### config.mk
export PLATFORM = sky130hd
export DESIGN_NAME = clint_timer_flat
export DESIGN_NICKNAME = d
export VERILOG_FILES = /design/src/rtl/clint_timer_if.sv /design/src/rtl/clint_timer.sv /design/src/flat_wrapper.sv
export SDC_FILE = /design/constraint.sdc
export NUM_CORES = 1
export LEC_CHECK = 0
export CAP_MARGIN = 20
export CORE_MARGIN = 2
export CORE_UTILIZATION = 40
export DETAILED_ROUTE_END_ITERATION = 16
export MAX_ROUTING_LAYER = met4
export SLEW_MARGIN = 20
export SYNTH_ARGS = -nofsm -noshare
export SYNTH_HDL_FRONTEND = slang
export SYNTH_SLANG_ARGS = --single-unit
### constraint.sdc
create_clock -name clk -period 4.6 [get_ports clk]
set_input_delay 0.46 -clock clk [delete_from_list [all_inputs] [get_ports clk]]
set_output_delay 0.46 -clock clk [all_outputs]
set_load 0.01 [all_outputs]
### src/rtl/clint_timer_if.sv
// Bus interface between the data-bus master and the CLINT register block.
// One request channel (valid/ready, write enable, byte address, write data,
// byte strobes) and one response channel (valid pulse, read data, error).
//   master : drives the request fields, receives ready and the response
//   slave  : receives the request fields, drives ready and the response
interface clint_timer_if;
  logic        req_valid_in;
  logic        req_ready_out;
  logic        req_we_in;
  logic [15:0] req_addr_in;
  logic [31:0] req_wdata_in;
  logic [3:0]  req_wstrb_in;
  logic        rsp_valid_out;
  logic [31:0] rsp_rdata_out;
  logic        rsp_error_out;

  modport master (
    output req_valid_in, req_we_in, req_addr_in, req_wdata_in, req_wstrb_in,
    input  req_ready_out, rsp_valid_out, rsp_rdata_out, rsp_error_out
  );

  modport slave (
    input  req_valid_in, req_we_in, req_addr_in, req_wdata_in, req_wstrb_in,
    output req_ready_out, rsp_valid_out, rsp_rdata_out, rsp_error_out
  );
endinterface

### src/rtl/clint_timer.sv
// Core-local interruptor for a single hart: 64-bit mtime / mtimecmp and the
// msip software-interrupt bit, memory-mapped on the data bus.
//   clk              : core clock
//   reset            : synchronous, active-high reset
//   bus              : clint_timer_if slave (request/response channels)
//   timer_int_out    : registered (mtime >= mtimecmp), to CSR timer_int_in
//   software_int_out : msip[0], to CSR software_int_in
//   mtime_out        : current mtime register
// Register map: 0x0000 msip, 0x4000/0x4004 mtimecmp lo/hi,
//               0xBFF8/0xBFFC mtime lo/hi. Anything else, or a
//               non-word-aligned offset, responds with an error.
// TICK_DIV sets core clocks per mtime increment (1..65535); XLEN must be 32.
module clint_timer #(
  parameter int TICK_DIV = 1,
  parameter int XLEN     = 32
) (
  input  logic         clk,
  input  logic         reset,
  clint_timer_if.slave bus,
  output logic         timer_int_out,
  output logic         software_int_out,
  output logic [63:0]  mtime_out
);

  localparam logic [15:0] ADDR_MSIP    = 16'h0000;
  localparam logic [15:0] ADDR_CMP_LO  = 16'h4000;
  localparam logic [15:0] ADDR_CMP_HI  = 16'h4004;
  localparam logic [15:0] ADDR_TIME_LO = 16'hBFF8;
  localparam logic [15:0] ADDR_TIME_HI = 16'hBFFC;
  localparam logic [15:0] TICK_LAST    = 16'(TICK_DIV - 1);

  logic [63:0]     mtime;
  logic [63:0]     mtimecmp;
  logic            msip;
  logic [15:0]     presc;

  logic            accept;
  logic            tick;
  logic            aligned;
  logic            sel_msip;
  logic            sel_cmp_lo;
  logic            sel_cmp_hi;
  logic            sel_time_lo;
  logic            sel_time_hi;
  logic            hit;
  logic            wr;
  logic [XLEN-1:0] rd_val;
  logic [XLEN-1:0] msip_new;

  // Byte-lane merge of write data into an existing 32-bit word.
  function automatic logic [31:0] merge_bytes(input logic [31:0] old_val,
                                              input logic [31:0] wdata,
                                              input logic [3:0]  wstrb);
    logic [31:0] res;
    res = old_val;
    for (int i = 0; i < 4; i++) begin
      if (wstrb[i]) res[i*8 +: 8] = wdata[i*8 +: 8];
    end
    return res;
  endfunction

  // Ready is simply "not in reset"; there is never any other stall source.
  assign bus.req_ready_out = ~reset;

  always_comb begin
    accept      = bus.req_valid_in & bus.req_ready_out;
    aligned     = (bus.req_addr_in[1:0] == 2'b00);
    sel_msip    = aligned && (bus.req_addr_in == ADDR_MSIP);
    sel_cmp_lo  = aligned && (bus.req_addr_in == ADDR_CMP_LO);
    sel_cmp_hi  = aligned && (bus.req_addr_in == ADDR_CMP_HI);
    sel_time_lo = aligned && (bus.req_addr_in == ADDR_TIME_LO);
    sel_time_hi = aligned && (bus.req_addr_in == ADDR_TIME_HI);
    hit         = sel_msip | sel_cmp_lo | sel_cmp_hi | sel_time_lo | sel_time_hi;
    // Errored accesses never write anything.
    wr          = accept & bus.req_we_in & hit;
    tick        = (presc == TICK_LAST);

    rd_val = '0;
    if (sel_msip)    rd_val = {{(XLEN-1){1'b0}}, msip};
    if (sel_cmp_lo)  rd_val = mtimecmp[31:0];
    if (sel_cmp_hi)  rd_val = mtimecmp[63:32];
    if (sel_time_lo) rd_val = mtime[31:0];
    if (sel_time_hi) rd_val = mtime[63:32];

    msip_new = merge_bytes({{(XLEN-1){1'b0}}, msip}, bus.req_wdata_in, bus.req_wstrb_in);
  end

  always_ff @(posedge clk) begin
    if (reset) begin
      mtime             <= '0;
      mtimecmp          <= '1;
      msip              <= 1'b0;
      presc             <= '0;
      timer_int_out     <= 1'b0;
      bus.rsp_valid_out <= 1'b0;
      bus.rsp_rdata_out <= '0;
      bus.rsp_error_out <= 1'b0;
    end else begin
      // Prescaler runs freely; mtime writes do not restart it.
      presc <= tick ? '0 : presc + 16'd1;

      // Compare uses the pre-edge register values, so the interrupt lags
      // any mtime/mtimecmp change by one cycle.
      timer_int_out <= (mtime >= mtimecmp);

      if (wr && sel_msip)   msip            <= msip_new[0];
      if (wr && sel_cmp_lo) mtimecmp[31:0]  <= merge_bytes(mtimecmp[31:0],  bus.req_wdata_in, bus.req_wstrb_in);
      if (wr && sel_cmp_hi) mtimecmp[63:32] <= merge_bytes(mtimecmp[63:32], bus.req_wdata_in, bus.req_wstrb_in);

      // A bus write to either mtime half suppresses that cycle's increment
      // entirely, carry included; the other half holds.
      if (wr && sel_time_lo) begin
        mtime[31:0]  <= merge_bytes(mtime[31:0],  bus.req_wdata_in, bus.req_wstrb_in);
      end else if (wr && sel_time_hi) begin
        mtime[63:32] <= merge_bytes(mtime[63:32], bus.req_wdata_in, bus.req_wstrb_in);
      end else if (tick) begin
        mtime <= mtime + 64'd1;
      end

      // Response one cycle after acceptance; read data is the pre-edge value.
      bus.rsp_valid_out <= accept;
      bus.rsp_error_out <= accept & ~hit;
      bus.rsp_rdata_out <= (accept && !bus.req_we_in && hit) ? rd_val : '0;
    end
  end

  assign software_int_out = msip;
  assign mtime_out        = mtime;

endmodule

### src/flat_wrapper.sv
// flat-port wrapper written by rule: the top's interface ports become plain ports
module clint_timer_flat 
#(
  parameter int TICK_DIV = 1,
  parameter int XLEN     = 32
)
  (clk, reset, timer_int_out, software_int_out, mtime_out, bus_req_valid_in, bus_req_we_in, bus_req_addr_in, bus_req_wdata_in, bus_req_wstrb_in, bus_req_ready_out, bus_rsp_valid_out, bus_rsp_rdata_out, bus_rsp_error_out);
  clint_timer_if bus_i ();
  input  logic clk;
  input  logic reset;
  output logic timer_int_out;
  output logic software_int_out;
  output logic [63:0] mtime_out;
  input wire logic [$bits(bus_i.req_valid_in)-1:0] bus_req_valid_in;
  input wire logic [$bits(bus_i.req_we_in)-1:0] bus_req_we_in;
  input wire logic [$bits(bus_i.req_addr_in)-1:0] bus_req_addr_in;
  input wire logic [$bits(bus_i.req_wdata_in)-1:0] bus_req_wdata_in;
  input wire logic [$bits(bus_i.req_wstrb_in)-1:0] bus_req_wstrb_in;
  output wire logic [$bits(bus_i.req_ready_out)-1:0] bus_req_ready_out;
  output wire logic [$bits(bus_i.rsp_valid_out)-1:0] bus_rsp_valid_out;
  output wire logic [$bits(bus_i.rsp_rdata_out)-1:0] bus_rsp_rdata_out;
  output wire logic [$bits(bus_i.rsp_error_out)-1:0] bus_rsp_error_out;
  assign bus_i.req_valid_in = bus_req_valid_in;
  assign bus_i.req_we_in = bus_req_we_in;
  assign bus_i.req_addr_in = bus_req_addr_in;
  assign bus_i.req_wdata_in = bus_req_wdata_in;
  assign bus_i.req_wstrb_in = bus_req_wstrb_in;
  assign bus_req_ready_out = bus_i.req_ready_out;
  assign bus_rsp_valid_out = bus_i.rsp_valid_out;
  assign bus_rsp_rdata_out = bus_i.rsp_rdata_out;
  assign bus_rsp_error_out = bus_i.rsp_error_out;
  clint_timer #(.TICK_DIV(TICK_DIV), .XLEN(XLEN)) u_core (.clk(clk), .reset(reset), .bus(bus_i), .timer_int_out(timer_int_out), .software_int_out(software_int_out), .mtime_out(mtime_out));
endmodule
-- After elaboration in Yosys (flattened, before gate mapping)
Cells that the tools add are included.
- bitwise logic cells: 12
- multiplexer cells: 13
- add/sub/neg operators: 2
- reduce and logical (&&, ||, !) cells: 37
- order comparisons: 1
- eq/ne operators: 13
- operators with widths (kind ; count):
    2-to-1 mux 32 bit ; 7
    adder 64 x 1 -> 64 bit, second input constant ; 1
    >= comparator 64 bit ; 1
    2-to-1 mux 64 bit ; 1
    equality test 16 x 15 -> 1 bit, second input constant ; 2
    equality test 16 bit, second input constant ; 2
    logical NOT 16 bit ; 2
    2-to-1 mux 8 bit ; 4
    AND reduction 3 bit ; 8
    AND reduction 2 bit ; 9
    adder 16 x 1 -> 16 bit, second input constant ; 1
    inequality test 2 bit, second input constant ; 8
    logical AND 1 bit ; 12
    bitwise AND 1 bit ; 4
    inverter 1 bit ; 4
    OR 1 bit ; 4
    nonzero test 2 bit ; 2
    OR reduction 2 bit ; 2
    logical NOT 2 bit ; 1
    inequality test 2 x 1 -> 1 bit, second input constant ; 1
    logical NOT 1 bit ; 1
    2-to-1 mux 1 bit ; 1
- bits in registers: 180
- logic and storage cells: 100

-- Logic depth before layout (Yosys ltp)
- word-level depth: 10
- mapped depth: 11

-- Worst setup path after synthesis
OpenSTA, ideal clock, no wires.
- kind: input -> register
- from: in bus_req_addr_in[1]
- to: reg u_core.mtime[39], in the netlist u_core.mtime_out[39]
- stages on the path: 7
- required time: 4.481 ns
- path buffers: 1
- path slack: 2.298 ns
- arrival time: 2.184 ns
- path through: or4b_4 > nor4_4 > a31oi_2 > buf_2 > a21oi_1 > nor2_1 > o221a_2
- longest elaborated chain between the ends: 10
- elaborated cells between the ends (all ways): 23
- RTL lines (what ; line ; text):
    start, declared ; flat_wrapper.sv:16 ; input wire logic [$bits(bus_i.req_addr_in)-1:0] bus_req_addr_in;
    equality test 16 x 15 -> 1 bit (tied with other cells) ; clint_timer.sv:69 ; sel_cmp_lo = aligned && (bus.req_addr_in == ADDR_CMP_LO);
    logical AND 1 bit (on tied branches) ; clint_timer.sv:69, clint_timer.sv:68 ;
    OR 1 bit (4 in series) ; clint_timer.sv:73 ; hit = sel_msip | sel_cmp_lo | sel_cmp_hi | sel_time_lo | sel_time_hi;
    bitwise AND 1 bit ; clint_timer.sv:75 ; wr = accept & bus.req_we_in & hit;
    logical AND 1 bit (on tied branches) ; clint_timer.sv:114, clint_timer.sv:112 ;
    inequality test 2 bit (no line) (tied with other cells) ; n/a ;
    AND reduction 3 bit (no line) ; n/a ;
    end signal, assigned ; clint_timer.sv:115 ; mtime[63:32] <= merge_bytes(mtime[63:32], bus.req_wdata_in, bus.req_wstrb_in);
    end signal, assigned ; clint_timer.sv:117 ; mtime <= mtime + 64'd1;
    end, declared ; clint_timer.sv:32 ; logic [63:0] mtime;
Parallel ways exist; a longest one is shown, timed or not.
A chain may end at the register's enable or synchronous reset.

-- Worst setup path after layout
- from: in bus_req_addr_in[14]
- to: reg u_core.mtime[47], in the netlist u_core.mtime_out[47]
- longest elaborated chain between the ends: 10
- elaborated cells between the ends (all ways): 22
- RTL lines (what ; line):
    equality test 16 x 15 -> 1 bit or logical NOT 16 bit (tied branches) ; clint_timer.sv:69, clint_timer.sv:68
    logical AND 1 bit (on tied branches) ; clint_timer.sv:69, clint_timer.sv:68
    OR 1 bit (4 in series) ; clint_timer.sv:73
    bitwise AND 1 bit ; clint_timer.sv:75
    logical AND 1 bit (on tied branches) ; clint_timer.sv:114, clint_timer.sv:112
    inequality test 2 bit (no line) (tied with other cells) ; n/a
    AND reduction 3 bit (no line) ; n/a
Parallel ways exist; a longest one is shown, timed or not.

==> run_results.csv <==
group,metric,value,unit
run_status,status,"completed",
yosys,ys_warn_count,0,
yosys,synth-async-reset-ratio,0,%
global_route,grt_max_degree,80,
timing,hold_violations,0,
clocking,cts_setup_buffers,0,
pwr,p_leak,5.67,nW
floorplan,pin_count,157,
yosys,yosys.area.top_type_share,33.6,%
clocking,postCtsResizedCells,0,
routing,drc_errors,0,
timing,worstMarginPinSlew,0.831,ns
global_route,antenna_found_initial,0,
routing,drt_iter0_markers,1340,
placed_design,dp_hpwl,26400,um
pwr,power_density,246,nW/um^2
clocking,cts_buffer_depth,2,
critical_path,cp-start-kind,"primary input",
layout,fin_util,49.8,%
floorplan,start_util,40.9,%
floorplan,dieArea,28100,um^2
timing,fin_crit,3.30,ns
yosys,ys_ff_latch,180,
routing,ant_nets,0,
timing,fin_crit_sh,71.7,%
yosys,yosysUniqueCellTypes,74,
floorplan,core-area,26200,um^2
yosys,synthCells,1377,
floorplan,placementRows,59,
placed_design,finalWeightedCongestion,0.883,
global_route,overflow,0,
timing,max_freq,0.303,GHz
placed_design,place_inst,1789,
routing,vias_per_cell,6.19,
timing,rsz0062_at_grt,"false",
global_route,grt_pass1_wl,60000,um
yosys,netlist_area,10700,um^2
clocking,clk_pin_slew,0.07,ns
yosys,synth_ff_type,"dfxtp_1",
floorplan,die_h,168,um
placed_design,port_buffers,156,
critical_path,end_kind,"register",
run,max_cap_violations,0,
timing,maxSlewHeadroom,44.6,%
layout,n_antenna_cell,0,
yosys,synth.top_cells.by_count,"dfxtp_1, nand2_1, nand3_1",
clocking,h-tree-depth,4,
timing,fin_setup_tns,0,ns
layout,nNetsFinal,1596,
clocking,cts_root_buf,"clkbuf_16",
worst_hold_path,hold_class,"primary input to register",
routing,route.detailed.wl_per_inst,21.0,um
yosys,yosysMostFrequentCell,"dfxtp_1",
floorplan,die_w,168,um
clocking,cts_tree,"built",
critical_path,critPathRequiredTime,4.94,ns
yosys,yosysSeqAreaShare,33.6,%
routing,drtPass1Iterations,8,
timing,skew,0.0161,ns
routing,wirelength,38200,um
layout,instances_no_fill,1821,
critical_path,arrival,3.64,ns
timing,setup_viol,0,
critical_path,path_max_fanout,22,
layout,drive_above_1_share,5.65,%
clocking,clk_latency,0.45,ns
clocking,hold_buffers,0,
clocking,cts_buffers,17,
layout,syn_to_final_growth,21.7,%
timing,slew_viol_final,0,
yosys,synth_area_leaders,"dfxtp_1, ha_1, nand2_1",
yosys,synth_edf_count,0,
pwr,fin_total_pwr,0.00322,W
global_route,grt_pass1_vias,10500,
critical_path,path_class,"primary input to register",
yosys,synth_area_leader_cell,"dfxtp_1",
global_route,grt_usage,27.7,%
clocking,cts_sinks,180,
routing,num_vias,11300,
pwr,ir_worst_vdd,0.218,mV
yosys,syn_nets,1500,
yosys,post_synth.cell_area_avg,7.78,um^2
-- flip-flops by register name, summed over array words and instances, names as in the netlist --
signal,cells
u_core.bus.rsp_error_out,1
u_core.bus.rsp_rdata_out,32
u_core.bus.rsp_valid_out,1
u_core.mtime_out,64
u_core.mtimecmp,64
u_core.presc,16
u_core.software_int_out,1
u_core.timer_int_out,1
-- cell families after synthesis --
logic type                 count (synthesis)  share of synthesized area, %
adders and majority gates                 67                          7.82
and+or+nand+nor                          527                          24.4
xor gates and xnor gates                  11                         0.899
DFF                                      180                          33.6
muxes                                      4                         0.385
AOI/OAI and AO/OA                        407                          26.1
buffers and inverters                    181                          6.78
-- report_power, final --
part           internal [W]  switching [W]  leakage (nW)
sequential          0.00156     0.00000473          1.45
clock              0.000774       0.000730         0.281
combinational     0.0000602      0.0000856          3.93
-- final timing paths --
check,slack [ns],startpoint,cells after the start,endpoint
worst min-delay path,0.23,reset,2,u_core.bus.rsp_valid_out
worst max-delay path,1.30,bus_req_addr_in[14],8,u_core.mtime_out[47]
worst max register to register,1.39,u_core.mtime_out[1],7,u_core.mtime_out[54]
worst min register to register,0.47,u_core.mtimecmp[32],2,u_core.mtimecmp[32]
-- critical path, cell delays in order --
cell and delay [ns]:
clkdlybuf4s50_1 0.54, or4b_4 0.54, nor4_4 0.52, and2_2 0.61
buf_4 0.30, a21o_1 0.29, a21oi_1 0.12, a211oi_1 0.25
-- layout make-up --
type | instances | area (um^2)
repair buffers | 181 | 1750
well taps | 335 | 419
inverters | 77 | 289
clock buffers | 18 | 429
flip-flops and latches | 180 | 3600
fillers | 2563 | 13200
multi-input cells | 1016 | 6390
clock inverters | 14 | 156
-- cell usage in the layout (no fill, tap or decap), drive strengths merged, types with 39 or more instances in the layout --
cell,synthesis,layout
dfxtp,180,180
inv,77,86
ha,67,67
nand4,39,39
clkdlybuf4s50,0,154
o21ai,96,96
nand2,157,157
nor2,94,94
nand3,107,107
a21o,47,47
a21oi,84,84
-- per-stage QoR --
stage | area (um^2) | worst slack (ns) | hold slack (ns)
2_1_floorplan | 10700 | 2.30 | 0.441
3_3_place_gp | 12500 | 1.05 | 0.451
3_5_place_dp | 12500 | 0.908 | 0.467
4_1_cts | 13000 | 1.34 | 0.226
5_1_grt | 13000 | 1.11 | 0.237
6_report | 13000 | 1.30 | 0.235
-- layer usage --
layer	GRT usage (%)	up-vias	routed length, um
met2	42.3	534	17400
met3	3.21	50	2780
met5	-	-	0
met1	38.5	5392	17300
met4	8.02	0	693
li1	-	5304	-
Power figures use the tool's default switching activity.
